**src/rtl/axi_stride_read_if.sv**
```systemverilog
// AR/R channel bundle between the stride read initiator and an AXI read slave.
interface axi_stride_read_if #(
    parameter int ADDR_BITS       = 16,
    parameter int BURST_LEN_WIDTH = 8,
    parameter int TID_WIDTH       = 8,
    parameter int DATA_WIDTH      = 8
);
    logic                       m_ar_valid;
    logic                       m_ar_ready;
    logic [ADDR_BITS-1:0]       m_ar_addr;
    logic [BURST_LEN_WIDTH-1:0] m_ar_len;
    logic [TID_WIDTH-1:0]       m_ar_id;
    logic                       m_r_valid;
    logic                       m_r_ready;
    logic [DATA_WIDTH-1:0]      m_r_data;
    logic                       m_r_last;
    logic [TID_WIDTH-1:0]       m_r_id;

    modport master (
        output m_ar_valid, m_ar_addr, m_ar_len, m_ar_id, m_r_ready,
        input  m_ar_ready, m_r_valid, m_r_data, m_r_last, m_r_id
    );

    modport slave (
        input  m_ar_valid, m_ar_addr, m_ar_len, m_ar_id, m_r_ready,
        output m_ar_ready, m_r_valid, m_r_data, m_r_last, m_r_id
    );
endinterface

```
**src/rtl/axi_stride_read_initiator.sv**
```systemverilog
// Strided AXI read burst generator with R-beat checking and completion report.
// Optional ramp data compare enabled by STRIDE_READER_DATA_CHECK_EN.
module axi_stride_read_initiator #(
    parameter int ADDR_BITS       = 16,
    parameter int BURST_LEN_WIDTH = 8,
    parameter int TID_WIDTH       = 8,
    parameter int DATA_WIDTH      = 8,
    parameter int REQ_CNT_WIDTH   = 8,
    parameter int MAX_OUTSTANDING = 4
) (
    input  logic                       clk,
    input  logic                       rst,
    input  logic                       start,
    input  logic [ADDR_BITS-1:0]       base_addr,
    input  logic [ADDR_BITS-1:0]       stride,
    input  logic [REQ_CNT_WIDTH-1:0]   num_req,
    input  logic [BURST_LEN_WIDTH-1:0] burst_len,
    input  logic [TID_WIDTH-1:0]       txn_id,
    axi_stride_read_if.master          m,
    output logic                       busy,
    output logic                       done,
    output logic [REQ_CNT_WIDTH-1:0]   beat_cnt,
    output logic [2:0]                 errorCode,
    output logic [REQ_CNT_WIDTH-1:0]   data_err_cnt
);
    localparam int OUT_W = $clog2(MAX_OUTSTANDING + 1);

    typedef enum logic [1:0] {S_IDLE, S_ISSUE, S_DRAIN, S_DONE} state_t;

    state_t                     state, state_n;
    logic [ADDR_BITS-1:0]       cfg_stride;
    logic [REQ_CNT_WIDTH-1:0]   cfg_num;
    logic [BURST_LEN_WIDTH-1:0] cfg_len;
    logic [TID_WIDTH-1:0]       cfg_id;
    logic [ADDR_BITS-1:0]       ar_addr;
    logic [REQ_CNT_WIDTH-1:0]   ar_cnt;
    logic [OUT_W-1:0]           outstanding;
    logic [BURST_LEN_WIDTH-1:0] beat_idx;
    logic                       ar_valid;
    logic                       ar_hs;
    logic                       r_hs;
    logic                       beat_ok;
    logic                       last_ar;

    assign m.m_ar_valid = ar_valid;
    assign m.m_ar_addr  = ar_addr;
    assign m.m_ar_len   = cfg_len;
    assign m.m_ar_id    = cfg_id;
    assign m.m_r_ready  = busy;

    always_ff @(posedge clk or posedge rst) begin
        if (rst) state <= S_IDLE;
        else     state <= state_n;
    end

    always_comb begin
        state_n  = state;
        busy     = 1'b0;
        done     = 1'b0;
        ar_valid = 1'b0;
        busy     = (state == S_ISSUE) || (state == S_DRAIN);
        done     = (state == S_DONE);
        ar_valid = (state == S_ISSUE) &&
                   (outstanding < OUT_W'(MAX_OUTSTANDING));
        last_ar  = (ar_cnt == cfg_num - 1'b1);
        ar_hs    = ar_valid && m.m_ar_ready;
        r_hs     = busy && m.m_r_valid;
        beat_ok  = r_hs && (outstanding != '0);
        unique case (state)
            S_IDLE:  if (start) state_n = (num_req != '0) ? S_ISSUE : S_DONE;
            S_ISSUE: if (ar_hs && last_ar) state_n = S_DRAIN;
            S_DRAIN: if (outstanding == '0) state_n = S_DONE;
            S_DONE:  state_n = S_IDLE;
            default: state_n = S_IDLE;
        endcase
    end

    always_ff @(posedge clk or posedge rst) begin
        if (rst) begin
            cfg_stride  <= '0;
            cfg_num     <= '0;
            cfg_len     <= '0;
            cfg_id      <= '0;
            ar_addr     <= '0;
            ar_cnt      <= '0;
            outstanding <= '0;
            beat_idx    <= '0;
            beat_cnt    <= '0;
            errorCode   <= '0;
        end else if (state == S_IDLE && start) begin
            cfg_stride  <= stride;
            cfg_num     <= num_req;
            cfg_len     <= burst_len;
            cfg_id      <= txn_id;
            ar_addr     <= base_addr;
            ar_cnt      <= '0;
            outstanding <= '0;
            beat_idx    <= '0;
            beat_cnt    <= '0;
            errorCode   <= '0;
        end else begin
            if (ar_hs) begin
                ar_addr <= ar_addr + cfg_stride;
                ar_cnt  <= ar_cnt + 1'b1;
            end
            if (r_hs && !beat_ok) errorCode[2] <= 1'b1;
            if (beat_ok) begin
                beat_cnt <= beat_cnt + 1'b1;
                if (m.m_r_id != cfg_id) errorCode[0] <= 1'b1;
                if (m.m_r_last != (beat_idx == cfg_len)) errorCode[1] <= 1'b1;
                beat_idx <= m.m_r_last ? '0 : beat_idx + 1'b1;
            end
            // Simultaneous issue and burst close leave the count unchanged
            unique case ({ar_hs, beat_ok && m.m_r_last})
                2'b10:   outstanding <= outstanding + 1'b1;
                2'b01:   outstanding <= outstanding - 1'b1;
                default: outstanding <= outstanding;
            endcase
        end
    end

`ifdef STRIDE_READER_DATA_CHECK_EN
    localparam int SHIFT = $clog2(DATA_WIDTH / 8);

    // Offset of the current response burst from base_addr
    logic [ADDR_BITS-1:0]  rsp_off;
    logic [ADDR_BITS-1:0]  exp_word;
    logic [DATA_WIDTH-1:0] exp_data;

    assign exp_word = (rsp_off >> SHIFT) + ADDR_BITS'(beat_idx);
    assign exp_data = DATA_WIDTH'(exp_word);

    always_ff @(posedge clk or posedge rst) begin
        if (rst) begin
            rsp_off      <= '0;
            data_err_cnt <= '0;
        end else if (state == S_IDLE && start) begin
            rsp_off      <= '0;
            data_err_cnt <= '0;
        end else if (beat_ok) begin
            if (m.m_r_last) rsp_off <= rsp_off + cfg_stride;
            if (m.m_r_data != exp_data && data_err_cnt != '1)
                data_err_cnt <= data_err_cnt + 1'b1;
        end
    end
`else
    assign data_err_cnt = '0;
`endif
endmodule
```
**src/flat_wrapper.sv**
```systemverilog
// flat-port wrapper written by rule: the top's interface ports become plain ports
module axi_stride_read_initiator_flat 
#(
    parameter int ADDR_BITS       = 16,
    parameter int BURST_LEN_WIDTH = 8,
    parameter int TID_WIDTH       = 8,
    parameter int DATA_WIDTH      = 8,
    parameter int REQ_CNT_WIDTH   = 8,
    parameter int MAX_OUTSTANDING = 4
)
  (clk, rst, start, base_addr, stride, num_req, burst_len, txn_id, busy, done, beat_cnt, errorCode, data_err_cnt, m_m_ar_valid, m_m_ar_addr, m_m_ar_len, m_m_ar_id, m_m_r_ready, m_m_ar_ready, m_m_r_valid, m_m_r_data, m_m_r_last, m_m_r_id);
  axi_stride_read_if #(.ADDR_BITS(ADDR_BITS), .BURST_LEN_WIDTH(BURST_LEN_WIDTH), .TID_WIDTH(TID_WIDTH), .DATA_WIDTH(DATA_WIDTH)) m_i ();
  input  logic clk;
  input  logic rst;
  input  logic start;
  input  logic [ADDR_BITS-1:0] base_addr;
  input  logic [ADDR_BITS-1:0] stride;
  input  logic [REQ_CNT_WIDTH-1:0] num_req;
  input  logic [BURST_LEN_WIDTH-1:0] burst_len;
  input  logic [TID_WIDTH-1:0] txn_id;
  output logic busy;
  output logic done;
  output logic [REQ_CNT_WIDTH-1:0] beat_cnt;
  output logic [2:0] errorCode;
  output logic [REQ_CNT_WIDTH-1:0] data_err_cnt;
  output wire logic [$bits(m_i.m_ar_valid)-1:0] m_m_ar_valid;
  output wire logic [$bits(m_i.m_ar_addr)-1:0] m_m_ar_addr;
  output wire logic [$bits(m_i.m_ar_len)-1:0] m_m_ar_len;
  output wire logic [$bits(m_i.m_ar_id)-1:0] m_m_ar_id;
  output wire logic [$bits(m_i.m_r_ready)-1:0] m_m_r_ready;
  input wire logic [$bits(m_i.m_ar_ready)-1:0] m_m_ar_ready;
  input wire logic [$bits(m_i.m_r_valid)-1:0] m_m_r_valid;
  input wire logic [$bits(m_i.m_r_data)-1:0] m_m_r_data;
  input wire logic [$bits(m_i.m_r_last)-1:0] m_m_r_last;
  input wire logic [$bits(m_i.m_r_id)-1:0] m_m_r_id;
  assign m_m_ar_valid = m_i.m_ar_valid;
  assign m_m_ar_addr = m_i.m_ar_addr;
  assign m_m_ar_len = m_i.m_ar_len;
  assign m_m_ar_id = m_i.m_ar_id;
  assign m_m_r_ready = m_i.m_r_ready;
  assign m_i.m_ar_ready = m_m_ar_ready;
  assign m_i.m_r_valid = m_m_r_valid;
  assign m_i.m_r_data = m_m_r_data;
  assign m_i.m_r_last = m_m_r_last;
  assign m_i.m_r_id = m_m_r_id;
  axi_stride_read_initiator #(.ADDR_BITS(ADDR_BITS), .BURST_LEN_WIDTH(BURST_LEN_WIDTH), .TID_WIDTH(TID_WIDTH), .DATA_WIDTH(DATA_WIDTH), .REQ_CNT_WIDTH(REQ_CNT_WIDTH), .MAX_OUTSTANDING(MAX_OUTSTANDING)) u_core (.clk(clk), .rst(rst), .start(start), .base_addr(base_addr), .stride(stride), .num_req(num_req), .burst_len(burst_len), .txn_id(txn_id), .m(m_i), .busy(busy), .done(done), .beat_cnt(beat_cnt), .errorCode(errorCode), .data_err_cnt(data_err_cnt));
endmodule
```
**config.mk**
```make
export PLATFORM = sky130hd
export DESIGN_NAME = axi_stride_read_initiator_flat
export DESIGN_NICKNAME = d
export VERILOG_FILES = /design/src/rtl/axi_stride_read_if.sv /design/src/rtl/axi_stride_read_initiator.sv /design/src/flat_wrapper.sv
export SDC_FILE = /design/constraint.sdc
export NUM_CORES = 1
export LEC_CHECK = 0
export CORE_ASPECT_RATIO = 0.75
export CORE_MARGIN = 3
export CORE_UTILIZATION = 45
export CTS_CLUSTER_SIZE = 16
export DETAILED_ROUTE_END_ITERATION = 10
export GPL_ROUTABILITY_DRIVEN = 0
export PLACE_DENSITY = 0.78
export SKIP_CTS_REPAIR_TIMING = 1
export SLEW_MARGIN = 30
export SYNTH_ARGS = -nofsm -noshare
export SYNTH_HDL_FRONTEND = slang
export SYNTH_SLANG_ARGS = --single-unit
```
**constraint.sdc**
```tcl
create_clock -name clk -period 3 [get_ports clk]
set_clock_uncertainty 0.15 [all_clocks]
set_input_delay 0.45 -clock clk [delete_from_list [all_inputs] [get_ports clk]]
set_output_delay 0.45 -clock clk [all_outputs]
set_load 0.02 [all_outputs]
```
After elaboration in Yosys (flattened, before gate mapping)
Cells that the tools add are included.
Storage, ports and cells
  output and inout bits: 55
  flip-flop bits (word level): 88
  input bits: 78
  logic and storage cells: 77
Cells by class
  add/sub/neg operators: 7
  reductions and logical operators: 23
  equal/unequal tests: 12
  mux-type cells: 21
  $lt $le $gt $ge: 1
Operators with widths (count)
  two-way mux 8 bit: 7
  two-way mux 16 bit: 2
  adder 8 x 1 -> 8 bit (second input constant): 3
  adder 16 bit: 1
  equality test 8 bit: 2
  two-way mux 2 bit: 5
  nonzero test 2 bit: 5
  logical AND 1 bit: 8
  inequality test 8 bit: 1
  case mux 2 bit (4 select lines): 1
  nonzero test 8 bit: 1
  subtractor 8 x 1 -> 8 bit (second input constant): 1
  equality test 2 bit (second input constant): 3
  two-way mux 3 bit: 2
  inequality test 2 bit (second input constant): 3
  case mux 3 bit (2 select lines): 1
  nonzero test 3 bit: 2
  equality test 2 x 1 -> 1 bit (second input constant): 2
  AND reduction 2 bit: 2
  adder 3 x 1 -> 3 bit (second input constant): 1
  zero test 3 bit: 1
  < comparator 3 bit (second input constant): 1
  two-way mux 1 bit: 3
  AND reduction 3 bit: 1
  other kinds (5): 5

Longest topological paths before layout
  word-level depth: 8
  gate-level depth with buffers: 10
  depth with buffers taken out: 10

Worst setup path after synthesis
Ideal clock, no wire load.
  path type: reg2reg
  start: reg u_core.state[1]
  end: reg u_core.outstanding[2]
  stages on the path, launching flop included: 10
  setup time: 119 ps
  data required time: 2731 ps
  period minus slack after synthesis: 2525 ps
  buffers on the path: 0
  setup slack: 475 ps
  arrival time: 2256 ps
  cell sequence: dfrtp_1 -> inv_1 -> ha_1 -> nor2b_1 -> nand2_1 -> and3_1 -> fa_1 -> mux2i_1 -> xnor2_1 -> and2_1
On the way
  elaborated cells between the ends (all ways): 15
  those cells by class: 4 x eq/ne; 2 x mux; 9 x reduce/logical
RTL lines
  start: declaration: RTL line axi_stride_read_initiator.sv:30  | state_t state, state_n;
  start signal: assignment: RTL line axi_stride_read_initiator.sv:53  | else state <= state_n;
  equality test 2 x 1 -> 1 bit *: RTL line axi_stride_read_initiator.sv:63  | ar_valid = (state == S_ISSUE) &&
  logical AND 1 bit *: RTL line axi_stride_read_initiator.sv:63
  via m_m_ar_valid: RTL line flat_wrapper.sv:26  | output wire logic [$bits(m_i.m_ar_valid)-1:0] m_m_ar_valid;
  logical AND 1 bit *: RTL line axi_stride_read_initiator.sv:66  | ar_hs = ar_valid && m.m_ar_ready;
  equality test 2 x 1 -> 1 bit or equality test 2 bit (tied branches): RTL line axi_stride_read_initiator.sv:114  | unique case ({ar_hs, beat_ok && m.m_r_last})
  case mux 3 bit (2 select lines): RTL line axi_stride_read_initiator.sv:114
  two-way mux 3 bit: RTL line axi_stride_read_initiator.sv:90  | end else if (state == S_IDLE && start) begin
  end signal: assignment: RTL line axi_stride_read_initiator.sv:115  | 2'b10: outstanding <= outstanding + 1'b1;
  end signal: assignment: RTL line axi_stride_read_initiator.sv:116  | 2'b01: outstanding <= outstanding - 1'b1;
  end signal: assignment: RTL line axi_stride_read_initiator.sv:117  | default: outstanding <= outstanding;
  end: declaration: RTL line axi_stride_read_initiator.sv:37  | logic [OUT_W-1:0] outstanding;
Mark *: on every way through the listed nets, which the timed path passes. The rest lies on a longest branch.
A chain may end at the register's enable or synchronous reset.

Worst setup path after layout
  start: reg u_core.state[1]
  end: out m_m_ar_valid
On the way
  word-level cells in the longest chain between the ends: 2
Ends and longest elaborated chain (RTL line)
  equality test 2 x 1 -> 1 bit: axi_stride_read_initiator.sv:63
  logical AND 1 bit: axi_stride_read_initiator.sv:63
  end: declaration: flat_wrapper.sv:26
Every way passes these cells.

==> parameters.txt <==
Parameter                              Value

Layout
  Layout cell share with drive strength beyond 1    0.0481
  Area of the multi-input gates    0.00268 mm²
  Fillers    around 870
  End-of-flow core utilization    0.627
  Antenna cell count    0
  Layout area overhead    31.9%
  Final-stage net count    approximately 810
  Sequential cell area    0.00220 mm²

CTS
  Maximum level of the CTS H-tree    3
  CTS tree    built
  Clock buffer depth    2
  Cts bufs inserted    9
  Count of clock tree sinks    88
  Clock transition at path regs    60 ps
  Insertion delay of the later-clocked pin in the worst-skew pair    around 340 ps
  Root buffer cell    sky130_fd_sc_hd__clkbuf_16

Synthesis
  Largest area contributor in the synthesized netlist    sky130_fd_sc_hd__dfrtp_1
  Synthesized area per cell    8.54 µm²
  Part of the Yosys area used for sequential elements    0.436
  Register bit total from synthesis    88
  Synth Instances    591
  Share of flip-flops with an asynchronous set or reset    1.00
  Biggest area contributors in the synthesized netlist    sky130_fd_sc_hd__dfrtp_1 (44%), sky130_fd_sc_hd__nand2_1 (11%), sky130_fd_sc_hd__xor2_1 (6.1%)
  EDFF count, synth    0
  Count of different cell masters after synthesis    48
  Count of yosys warnings during synthesis    0
  Share of Yosys cell area claimed by the top area cell type    0.436
  Predominant post-synthesis flop cell    sky130_fd_sc_hd__dfrtp_1
  Post-Syn Area    0.00505 mm²

Setup path
  Category of the worst setup path capture point    primary output
  Critical path class    reg -> out
  Critical path peak fanout    4
  Required time worst endpoint    2400 ps
  Worst endpoint data arrival time    1960 ps
  Sort of element at the start of the critical path    flop

Routing
  DR WL met3    773 µm
  Routed length on met2    5700 µm
  Final routed DRC violation total    0
  Number of search-and-repair iterations in the first detailed-routing pass    4
  Via count of the routed design    4,408
  Top sig layer    met4
  Routed metal-1 wire length    6030 µm
  Number of nets with antenna violations after routing    0
  Iteration-0 DRC count of the detailed router    ~240
  Final Routed Wirelength    12,700 µm
  Mean number of vias per cell    5.23
  Mean routed wirelength per cell    15.1 µm

Floorplanning
  Die Wd    ~130 µm
  Die Height    97.7 µm
  Standard-cell row count    32
  Effective utilization at floorplan    0.476
  Floorplan core area    0.0106 mm²
  # IOs    about 130
  Total Die Area    ~0.013 mm²

Global routing
  Wire length of the first global-routing pass    around 21,000 µm
  Vias in the first global route    4,451
  Maximum number of pins on one net before global-route repair    89
  Number of antenna violations at the first check in global routing    0
  Total gr overflow    0
  GRT Resource Usage Total    0.206

STA
  Setup Viol. Count Final    0
  Worst slew pin tran    696 ps
  Max-slew violations    0
  Setup TNS    0 ps
  Final Hold Violating Endpoints    0
  Worst slew slack as a fraction of its limit    0.536
  Setup repair after global routing missed its margin    false
  Fin crit share    0.853
  Achievable frequency    391 MHz
  Clock period minus final worst setup slack    ~2600 ps

Placed design
  Quantity of I/O buffers inserted on ports    116
  Placed wire-length estimate after detailed placement    around 9100 µm

Min path
  Path class of the lowest-slack min-delay path    reg -> reg

Power and ir drop
  Pwr dens    1070 mW/mm²
  Static leakage    3.10 nW
  Peak ir drop on the vdd network    0.482 mV

Status
  Result of the run    finished, final reports clean

Flow run
  Maximum capacitance violations    0
layout make-up:
type | count | area share
clock buffers | 10 | 0.0344
clock inverters | 6 | 0.0137
inverters | 11 | 0.00639
multi-input cells | 467 | 0.403
flip-flops and latches | 88 | 0.331
well taps | 136 | 0.0256
repair buffers | 125 | 0.186
cell usage in the layout (no fill, tap or decap), drive strengths merged, types with 9 or more instances in the layout:
| cell | count |
|---|---|
| clkbuf | 10 |
| buf | 9 |
| clkdlybuf4s50 | 116 |
| ha | 24 |
| nand3 | 11 |
| xnor2 | 15 |
| nor2 | 55 |
| inv | 12 |
| xor2 | 35 |
| a21oi | 42 |
| dfrtp | 88 |
| o21ai | 28 |
| nor4 | 9 |
| nand2 | 155 |
| a31oi | 10 |
| nand4 | 10 |
worst paths after layout:
path	from	to	slack, ps	cells past startpoint
setup / recovery	u_core.state[1]	m_m_ar_valid	440	4
hold / removal	u_core.cfg_stride[3]	u_core.cfg_stride[3]	340	2
setup reg to reg	u_core.m.m_ar_addr[0]	u_core.m.m_ar_addr[10]	450	10
hold reg to reg	u_core.cfg_stride[3]	u_core.cfg_stride[3]	340	2
max in group asynchronous	rst	u_core.cfg_num[0]	1950	3
min in group asynchronous	rst	u_core.m.m_ar_id[0]	370	3
sequential cells by signal, summed over array words and instances (netlist names), 3 cells and up:
signal and cells:
u_core.m.m_ar_id 8, u_core.cfg_num 8, u_core.ar_cnt 8, u_core.m.m_ar_len 8, u_core.beat_cnt 8, u_core.m.m_ar_addr 16
u_core.outstanding 3, u_core.beat_idx 8, u_core.cfg_stride 16, u_core.errorCode 3
critical path: stages (launching register included):
cell	delay, ps
sky130_fd_sc_hd__dfrtp_1	400
sky130_fd_sc_hd__inv_1	120
sky130_fd_sc_hd__ha_1	180
sky130_fd_sc_hd__nor2b_1	260
sky130_fd_sc_hd__clkdlybuf4s50_1	660
synth_stat cells (2+ instances only):
cell                       instances
sky130_fd_sc_hd__ha_1             24
sky130_fd_sc_hd__buf_4             9
sky130_fd_sc_hd__fa_1              2
sky130_fd_sc_hd__nand2b_1          3
sky130_fd_sc_hd__o21ai_0          26
sky130_fd_sc_hd__xnor2_1          15
sky130_fd_sc_hd__a31oi_1          10
sky130_fd_sc_hd__mux2i_1           6
sky130_fd_sc_hd__and3_1            8
sky130_fd_sc_hd__nand4_1          10
sky130_fd_sc_hd__nor2_1           55
sky130_fd_sc_hd__nand3_1          11
sky130_fd_sc_hd__nor2b_1           4
sky130_fd_sc_hd__or3_1             6
sky130_fd_sc_hd__o31a_1            2
sky130_fd_sc_hd__nor3_1            5
sky130_fd_sc_hd__xor2_1           35
sky130_fd_sc_hd__dfrtp_1          88
sky130_fd_sc_hd__a21oi_1          42
sky130_fd_sc_hd__nor4_1            7
sky130_fd_sc_hd__and2_1            5
sky130_fd_sc_hd__nor3b_1           4
sky130_fd_sc_hd__inv_1            11
sky130_fd_sc_hd__nand2_1         154
sky130_fd_sc_hd__a21o_1            4
sky130_fd_sc_hd__clkbuf_1         22
sky130_fd_sc_hd__a211oi_1          2
metrics by stage:
stage	total power [W]	hold WS, ps	cells	setup slack [ps]	instance area, µm²
final	0.00710	343	843	441	6660
after global routing	0.00768	359	843	219	6660
after CTS	0.00714	346	843	429	6660
after detailed placement	0.00588	325	827	494	6340
after global placement	0.00573	317	827	562	6340
after floorplan	0.00462	300	598	121	5070
per-layer routing:
layer  GRT usage  vias to the layer above
met5           0                        -
met4      0.0595                        0
met3      0.0632                       18
met2       0.319                      109
met1       0.280                     2088
li1            -                     2193
logic make-up (layout without fill, tap and decap cells):
kind of cell	Yosys count	after routing	synth area share
AND/OR/NAND/NOR	279	279	0.246
AO/OA/AOI/OAI	98	98	0.112
flip-flops	88	88	0.436
XOR/XNOR	50	50	0.0868
buffers and inverters	43	152	0.0387
adder cells (fa/ha/maj)	26	26	0.0674
multiplexers	6	6	0.0119
other	1	8	0.000743
power by group:
| group | internal, W | switching [W] |
|---|---|---|
| registers | 0.00164 | 0.000428 |
| clock network | 0.000736 | 0.000481 |
| logic | 0.00169 | 0.00213 |
Power figures use the tool's default switching activity.
